===== config.mk =====
export PLATFORM = sky130hd
export DESIGN_NAME = clock_reset_sequencer_flat
export DESIGN_NICKNAME = d
export VERILOG_FILES = /design/src/rtl/clock_reset_sequencer_pkg.sv /design/src/rtl/clock_reset_sequencer_if.sv /design/src/rtl/clock_reset_sequencer_lock_sync.sv /design/src/rtl/clock_reset_sequencer.sv /design/src/flat_wrapper.sv
export SDC_FILE = /design/constraint.sdc
export NUM_CORES = 1
export LEC_CHECK = 0
export ABC_AREA = 1
export BUFFER_PORTS_ARGS = -buffer_cell sky130_fd_sc_hd__buf_2
export CORE_ASPECT_RATIO = 1.1
export CORE_MARGIN = 4
export CORE_UTILIZATION = 35
export CTS_BUF_LIST = sky130_fd_sc_hd__clkbuf_16
export DETAILED_ROUTE_END_ITERATION = 6
export SLEW_MARGIN = 20
export SYNTH_ARGS = -nofsm -noshare
export SYNTH_HDL_FRONTEND = slang
export SYNTH_HIERARCHICAL = 1
export SYNTH_SLANG_ARGS = --single-unit

===== constraint.sdc =====
create_clock -name clk -period 1.76 [get_ports clk]
set_input_delay 0.352 -clock clk [delete_from_list [all_inputs] [get_ports clk]]
set_output_delay 0.352 -clock clk [all_outputs]
set_load 0.005 [all_outputs]

===== src/rtl/clock_reset_sequencer_pkg.sv =====
// -----------------------------------------------------------------------------
// display_clock_pkg
// Shared types and constants for the clock/reset sequencer slice.
//   seq_state_t  : sequencer FSM state encoding
//   STATUS_CNT_W : width of the saturating status counters
// Build option: CLOCK_RESET_SEQ_STATUS_EN (used by the top, not here).
// -----------------------------------------------------------------------------
package display_clock_pkg;

  typedef enum logic [1:0] {
    SEQ_RESET_MMCM = 2'd0,
    SEQ_WAIT_LOCK  = 2'd1,
    SEQ_RELEASE    = 2'd2,
    SEQ_RUN        = 2'd3
  } seq_state_t;

  localparam int STATUS_CNT_W = 8;

endpackage


===== src/rtl/clock_reset_sequencer_if.sv =====
// -----------------------------------------------------------------------------
// clock_reset_sequencer_if
// Groups the sequencer's lock inputs and reset/status outputs.
//   locked_async : MMCM lock flags, asynchronous to the sequencer clock
//   mmcm_rst     : active-high reset to all MMCMs
//   chan_rstn    : per-domain active-low resets
//   all_ready    : high while every domain is out of reset and locked
//   retry_count  : saturating lock-timeout count
//   loss_count   : saturating lock-loss-in-service count
// Modports: master = the sequencer, slave = the clocking fabric / consumer.
// -----------------------------------------------------------------------------
interface clock_reset_sequencer_if
  import display_clock_pkg::*;
#(
  parameter int NUM_CHANNELS = 2
) ();

  logic [NUM_CHANNELS-1:0] locked_async;
  logic                    mmcm_rst;
  logic [NUM_CHANNELS-1:0] chan_rstn;
  logic                    all_ready;
  logic [STATUS_CNT_W-1:0] retry_count;
  logic [STATUS_CNT_W-1:0] loss_count;

  modport master (
    input  locked_async,
    output mmcm_rst,
    output chan_rstn,
    output all_ready,
    output retry_count,
    output loss_count
  );

  modport slave (
    output locked_async,
    input  mmcm_rst,
    input  chan_rstn,
    input  all_ready,
    input  retry_count,
    input  loss_count
  );

endinterface


===== src/rtl/clock_reset_sequencer_lock_sync.sv =====
// -----------------------------------------------------------------------------
// lock_sync
// Multi-flop synchroniser bringing asynchronous lock flags into clk.
//   clk  : destination clock
//   rstn : synchronous active-low reset, clears every stage
//   d    : asynchronous input bits
//   q    : synchronised output bits (STAGES cycles of latency)
// -----------------------------------------------------------------------------
module lock_sync #(
  parameter int WIDTH  = 1,
  parameter int STAGES = 2
) (
  input  logic             clk,
  input  logic             rstn,
  input  logic [WIDTH-1:0] d,
  output logic [WIDTH-1:0] q
);

  logic [WIDTH-1:0] sync_q [STAGES];
  logic [WIDTH-1:0] sync_d [STAGES];

  always_comb begin
    sync_d[0] = d;
    for (int i = 1; i < STAGES; i++) begin
      sync_d[i] = sync_q[i-1];
    end
  end

  always_ff @(posedge clk) begin
    if (!rstn) begin
      for (int i = 0; i < STAGES; i++) begin
        sync_q[i] <= '0;
      end
    end else begin
      for (int i = 0; i < STAGES; i++) begin
        sync_q[i] <= sync_d[i];
      end
    end
  end

  assign q = sync_q[STAGES-1];

endmodule


===== src/rtl/clock_reset_sequencer.sv =====
// -----------------------------------------------------------------------------
// clock_reset_sequencer
// Brings up a set of MMCMs and their downstream reset domains:
//   pulse mmcm_rst, wait for every lock, release domain resets one at a time
//   with a fixed gap, then report ready. Losing any lock while releasing or
//   running drops every domain back into reset and restarts the sequence.
// Ports:
//   clk  : single clock, all logic on posedge
//   rstn : synchronous active-low reset
//   bus  : clock_reset_sequencer_if.master (locked_async in; mmcm_rst,
//          chan_rstn, all_ready, retry_count, loss_count out)
// Build option: CLOCK_RESET_SEQ_STATUS_EN enables retry_count/loss_count;
//   without it both read as constant 0 and no counter flops exist.
// -----------------------------------------------------------------------------
module clock_reset_sequencer
  import display_clock_pkg::*;
#(
  parameter int NUM_CHANNELS    = 2,
  parameter int SYNC_STAGES     = 2,
  parameter int MMCM_RST_CYCLES = 16,
  parameter int LOCK_TIMEOUT    = 100000,
  parameter int RELEASE_GAP     = 8
) (
  input  logic                    clk,
  input  logic                    rstn,
  clock_reset_sequencer_if.master bus
);

  localparam logic [1:0] ST_RESET_MMCM = SEQ_RESET_MMCM;
  localparam logic [1:0] ST_WAIT_LOCK  = SEQ_WAIT_LOCK;
  localparam logic [1:0] ST_RELEASE    = SEQ_RELEASE;
  localparam logic [1:0] ST_RUN        = SEQ_RUN;

  // One timer serves all three timed phases, so size it for the longest.
  localparam int TMR_MAX0 = (MMCM_RST_CYCLES > LOCK_TIMEOUT) ? MMCM_RST_CYCLES : LOCK_TIMEOUT;
  localparam int TMR_MAX  = (TMR_MAX0 > RELEASE_GAP) ? TMR_MAX0 : RELEASE_GAP;
  localparam int TMR_W    = $clog2(TMR_MAX + 1);
  // idx counts 0..NUM_CHANNELS inclusive (NUM_CHANNELS = all released).
  localparam int IDX_W    = $clog2(NUM_CHANNELS + 1);

  logic [NUM_CHANNELS-1:0] lock_s;
  logic                    all_lock;
  logic                    timeout_hit;

  logic [1:0]              state_q, state_d;
  logic [TMR_W-1:0]        timer_q, timer_d;
  logic [IDX_W-1:0]        idx_q, idx_d;
  logic [NUM_CHANNELS-1:0] chan_rstn_q, chan_rstn_d;
  logic                    mmcm_rst_q, mmcm_rst_d;
  logic                    all_ready_q, all_ready_d;

  // Lock synchronisation stage
  lock_sync #(
    .WIDTH  (NUM_CHANNELS),
    .STAGES (SYNC_STAGES)
  ) u_lock_sync (
    .clk  (clk),
    .rstn (rstn),
    .d    (bus.locked_async),
    .q    (lock_s)
  );

  assign all_lock    = &lock_s;
  assign timeout_hit = (timer_q == TMR_W'(LOCK_TIMEOUT - 1));

  // Sequencer next-state stage
  always_comb begin
    state_d     = state_q;
    timer_d     = timer_q;
    idx_d       = idx_q;
    chan_rstn_d = chan_rstn_q;

    case (state_q)
      ST_RESET_MMCM: begin
        chan_rstn_d = '0;
        idx_d       = '0;
        if (timer_q == TMR_W'(MMCM_RST_CYCLES - 1)) begin
          state_d = ST_WAIT_LOCK;
          timer_d = '0;
        end else begin
          timer_d = timer_q + 1'b1;
        end
      end

      ST_WAIT_LOCK: begin
        // Lock is tested before the timeout so a coincident lock wins.
        if (all_lock) begin
          state_d     = ST_RELEASE;
          timer_d     = '0;
          chan_rstn_d = NUM_CHANNELS'(1);
          idx_d       = IDX_W'(1);
        end else if (timeout_hit) begin
          state_d = ST_RESET_MMCM;
          timer_d = '0;
        end else begin
          timer_d = timer_q + 1'b1;
        end
      end

      ST_RELEASE: begin
        if (!all_lock) begin
          state_d     = ST_RESET_MMCM;
          timer_d     = '0;
          idx_d       = '0;
          chan_rstn_d = '0;
        end else if (idx_q == IDX_W'(NUM_CHANNELS)) begin
          // Only reachable with a single channel: ready one cycle later.
          state_d = ST_RUN;
        end else if (timer_q == TMR_W'(RELEASE_GAP - 1)) begin
          for (int i = 0; i < NUM_CHANNELS; i++) begin
            if (idx_q == IDX_W'(i)) begin
              chan_rstn_d[i] = 1'b1;
            end
          end
          idx_d   = idx_q + 1'b1;
          timer_d = '0;
          // The last domain and all_ready come out together.
          if (idx_q == IDX_W'(NUM_CHANNELS - 1)) begin
            state_d = ST_RUN;
          end
        end else begin
          timer_d = timer_q + 1'b1;
        end
      end

      ST_RUN: begin
        if (!all_lock) begin
          state_d     = ST_RESET_MMCM;
          timer_d     = '0;
          idx_d       = '0;
          chan_rstn_d = '0;
        end
      end

      default: begin
        state_d     = ST_RESET_MMCM;
        timer_d     = '0;
        idx_d       = '0;
        chan_rstn_d = '0;
      end
    endcase

    // Outputs registered from the next state so they align with state_q.
    mmcm_rst_d  = (state_d == ST_RESET_MMCM);
    all_ready_d = (state_d == ST_RUN);
  end

  // Sequencer state register stage
  always_ff @(posedge clk) begin
    if (!rstn) begin
      state_q     <= ST_RESET_MMCM;
      timer_q     <= '0;
      idx_q       <= '0;
      chan_rstn_q <= '0;
      mmcm_rst_q  <= 1'b1;
      all_ready_q <= 1'b0;
    end else begin
      state_q     <= state_d;
      timer_q     <= timer_d;
      idx_q       <= idx_d;
      chan_rstn_q <= chan_rstn_d;
      mmcm_rst_q  <= mmcm_rst_d;
      all_ready_q <= all_ready_d;
    end
  end

  assign bus.mmcm_rst  = mmcm_rst_q;
  assign bus.chan_rstn = chan_rstn_q;
  assign bus.all_ready = all_ready_q;

`ifdef CLOCK_RESET_SEQ_STATUS_EN
  function automatic logic [STATUS_CNT_W-1:0] sat_inc(input logic [STATUS_CNT_W-1:0] v);
    return (v == '1) ? v : v + 1'b1;
  endfunction

  logic                    retry_inc, loss_inc;
  logic [STATUS_CNT_W-1:0] retry_count_q, retry_count_d;
  logic [STATUS_CNT_W-1:0] loss_count_q, loss_count_d;

  assign retry_inc = (state_q == ST_WAIT_LOCK) && !all_lock && timeout_hit;
  assign loss_inc  = ((state_q == ST_RELEASE) || (state_q == ST_RUN)) && !all_lock;

  // Status counter stage
  always_comb begin
    retry_count_d = retry_inc ? sat_inc(retry_count_q) : retry_count_q;
    loss_count_d  = loss_inc  ? sat_inc(loss_count_q)  : loss_count_q;
  end

  always_ff @(posedge clk) begin
    if (!rstn) begin
      retry_count_q <= '0;
      loss_count_q  <= '0;
    end else begin
      retry_count_q <= retry_count_d;
      loss_count_q  <= loss_count_d;
    end
  end

  assign bus.retry_count = retry_count_q;
  assign bus.loss_count  = loss_count_q;
`else
  assign bus.retry_count = '0;
  assign bus.loss_count  = '0;
`endif

endmodule


===== src/flat_wrapper.sv =====
// flat-port wrapper written by rule: the top's interface ports become plain ports
module clock_reset_sequencer_flat import display_clock_pkg::*;
#(
  parameter int NUM_CHANNELS    = 2,
  parameter int SYNC_STAGES     = 2,
  parameter int MMCM_RST_CYCLES = 16,
  parameter int LOCK_TIMEOUT    = 100000,
  parameter int RELEASE_GAP     = 8
)
  (clk, rstn, bus_locked_async, bus_mmcm_rst, bus_chan_rstn, bus_all_ready, bus_retry_count, bus_loss_count);
  clock_reset_sequencer_if #(.NUM_CHANNELS(NUM_CHANNELS)) bus_i ();
  input  logic clk;
  input  logic rstn;
  input wire logic [$bits(bus_i.locked_async)-1:0] bus_locked_async;
  output wire logic [$bits(bus_i.mmcm_rst)-1:0] bus_mmcm_rst;
  output wire logic [$bits(bus_i.chan_rstn)-1:0] bus_chan_rstn;
  output wire logic [$bits(bus_i.all_ready)-1:0] bus_all_ready;
  output wire logic [$bits(bus_i.retry_count)-1:0] bus_retry_count;
  output wire logic [$bits(bus_i.loss_count)-1:0] bus_loss_count;
  assign bus_i.locked_async = bus_locked_async;
  assign bus_mmcm_rst = bus_i.mmcm_rst;
  assign bus_chan_rstn = bus_i.chan_rstn;
  assign bus_all_ready = bus_i.all_ready;
  assign bus_retry_count = bus_i.retry_count;
  assign bus_loss_count = bus_i.loss_count;
  clock_reset_sequencer #(.NUM_CHANNELS(NUM_CHANNELS), .SYNC_STAGES(SYNC_STAGES), .MMCM_RST_CYCLES(MMCM_RST_CYCLES), .LOCK_TIMEOUT(LOCK_TIMEOUT), .RELEASE_GAP(RELEASE_GAP)) u_core (.clk(clk), .rstn(rstn), .bus(bus_i));
endmodule

==> results.cfg <==
[clock_tree]
postCtsHoldBufs = 0
cts-root-buf = clkbuf_16
clock_latency_ns = 0.28
clkSinkCount = 29
cts_buffers = 5
htreeDepth = 2
ctsLongestPathBuffers = 2
cts_tree = built
clkTransAtPathRegs_ns = 0.05

[power]
clkPwrFrac_pct = 37.7
seqPwrFrac_pct = 32.2
p_leak_nw = 0.940
ir_worst_vdd_v = 0.000645
swShare_pct = 33.1
p_comb_share_pct = 30.1
p_int_mw = 1.67
p_sw_mw = 0.824
power.density_mw_per_mm2 = 1180

[routing]
drt_iter0_drc = 47
vias_per_cell = 4.53
num_vias = 1559
ant_nets = 0
drcViolationCount = 0
drt_wl_total_um = 3800
first_pass_iters = 4
routedWlPerCell_um = 11.0

[layout]
fillers = 535
n_antenna_cell = 0
multi_input_area_mm2 = 0.00107
syn_to_final_growth_pct = 14.7
layout_common_cells = 59 x nand2_1, 37 x inv_1, 33 x nor2_1, 25 x dfxtp_1, 18 x nor2_2
nets = 298
seq_area_um2 = 586
fin_util_pct = 41.7
drive_above_1_share_pct = 21.0
instances_no_fill = 344
layout_commonest_cell = nand2_1
fin_area_mm2 = 0.00211

[placement]
place_inst = 334
portBuffers = 7
placed_cell_area_mm2 = 0.00188
hpwlAfterDp_um = 2750
routabilityCongestion = 0.809
preCtsSetupSlack_ns = 0.0683

[sta]
fin_worst_skew_ns = 0.00701
fin_crit_sh_pct = 94.6
max_freq_ghz = 0.600
fin_tns_setup_ns = 0
drv_slew = 0
finalCriticalPeriod_ns = 1.67
hold_viol_final = 0
setup_slack_ns = 0.0944
setup_viol = 0

[outcome]
status = finished clean

[critical_path]
path_cells = inv_1, ha_1, inv_1, nor2_4, nand2_2, nand2_4, inv_6, buf_4, nand2_4, nand2_8, a21oi_1
slowest_stage = dfxtp_2
critPathMaxStageDelay_ns = 0.31
critPathKind = flop to flop
critPathCaptureType = flop
start_kind = flop
crit_family = simple AND/OR/NAND/NOR gates
cp.required_ns = 1.96
cp_num_buf_inv = 4
critPathMaxFanout = 6
arrival_ns = 1.87

[grt]
grt_pass1_vias = 1456
antenna_found_initial = 0
gr-usage-all-layers_pct = 12.0
grt-ovfl-total = 0
grt_max_degree = 13
grt_pass1_wl_um = 6280

[die]
die_y_um = 84.1
rows = 27
die_x_um = 77.2
start_util_pct = 36.4
core-area_mm2 = 0.00507
dieArea_mm2 = 0.00650
io_pins = 24

[synth]
synth_edf_count = 0
syn_area_mm2 = 0.00184
ys_ff_latch = 29
ys.flop_type = dfxtp_1
avgSynthCellArea_um2 = 6.86
syn_inst = 269
yosysTopAreaCell = dfxtp_1
yosysSeqAreaShare_pct = 31.5
ys_top_cells_by_area = dfxtp_1 31%, nand2_1 12%, inv_1 7.5%
yosysWarningCount = 6
synth.distinct_cells = 26
synth_top_area_share_pct = 31.5
async_reset_ff_share_pct = 0

[run]
cap_violations = 0

[min_path]
hold_path.class = primary input to flop
[worst min-delay path: stages]
cell     delay, ns
buf_2         0.07
nand2_1       0.04
inv_1         0.04
[power groups by stage]
stage	logic [mW]	clock network (mW)	registers (mW)
floorplan	0.566	0	0.807
global placement	0.654	0	0.803
detailed placement	0.661	0	0.806
CTS	0.666	0.968	0.794
global route	0.863	0.994	0.818
finish	0.749	0.941	0.802
[sequential cells by signal, summed over array words and instances, names as in the netlist]
signal and flops:
u_core/bus.mmcm_rst 1, u_core/state_q 2, u_core/idx_q 2, u_core/timer_q 17
u_core/bus.all_ready 1, u_core/bus.chan_rstn 2, u_core/u_lock_sync/sync_q 4
[routing by layer]
layer  wire length, µm  GRT usage (%)  vias up
li1                  -              -      822
met1              1680           14.0      690
met2              1880           20.0       39
met3               163           3.65        8
met4                76           5.83        0
met5                 0              0        -
[per-stage QoR]
step,hold slack [ns],power [mW]
finish,0.257,2.49
global route,0.287,2.68
global placement,0.392,1.46
detailed placement,0.401,1.47
CTS,0.255,2.43
floorplan,0.386,1.37
[cells by family (layout without fill, tap and decap cells)]
family          Yosys count  count (layout)  synth area share, %
other cells               1              16                0.203
fa+ha+maj                 8               8                 5.43
mux                       1               1                0.543
compound gates           21              21                 6.04
xor+xnor                  7               7                 3.32
flops                    29              29                 31.5
buf+inv                  57              58                 16.1
simple gates            145             146                 36.8
[worst paths after layout]
| path | start | end | slack (ns) | depth (start not counted) |
|---|---|---|---|---|
| max | u_core/state_q[0] | u_core/timer_q[0] | 0.09 | 11 |
| min | bus_locked_async[0] | u_core/u_lock_sync/sync_q[0][0] | 0.26 | 3 |
| max reg2reg | u_core/state_q[0] | u_core/timer_q[0] | 0.09 | 11 |
| min reg2reg | u_core/u_lock_sync/sync_q[0][0] | u_core/u_lock_sync/sync_q[0][2] | 0.41 | 2 |
[area by class of cell]
type / count / share of cell area (%)
inverters: 38 / 6.98
repair buffers: 13 / 3.79
flip-flops and latches: 29 / 27.7
multi-input cells: 199 / 50.5
clock inverters: 2 / 1.66
well taps: 58 / 3.43
clock buffers: 5 / 5.92
[timing repair]
| action | CTS | global route |
|---|---|---|
| setup endpoints to repair | 0 | 14 |
| setup buffers | 0 | 2 |
| hold endpoints to repair | 0 | 0 |
| resized for setup | 0 | 14 |
[cells in the mapped netlist, types with 2 or more instances]
cell	number
a21oi_1	8
dfxtp_1	29
xor2_1	4
inv_1	37
ha_1	8
nor3_1	2
buf_4	18
nand2_1	61
nand3_1	13
nand4_1	3
xnor2_1	3
nand2_2	7
nor2_2	16
nand3b_1	2
nand2_4	2
o21ai_0	10
nor2_4	3
nor2_1	35
No activity file was read; power rests on OpenSTA's default activity.
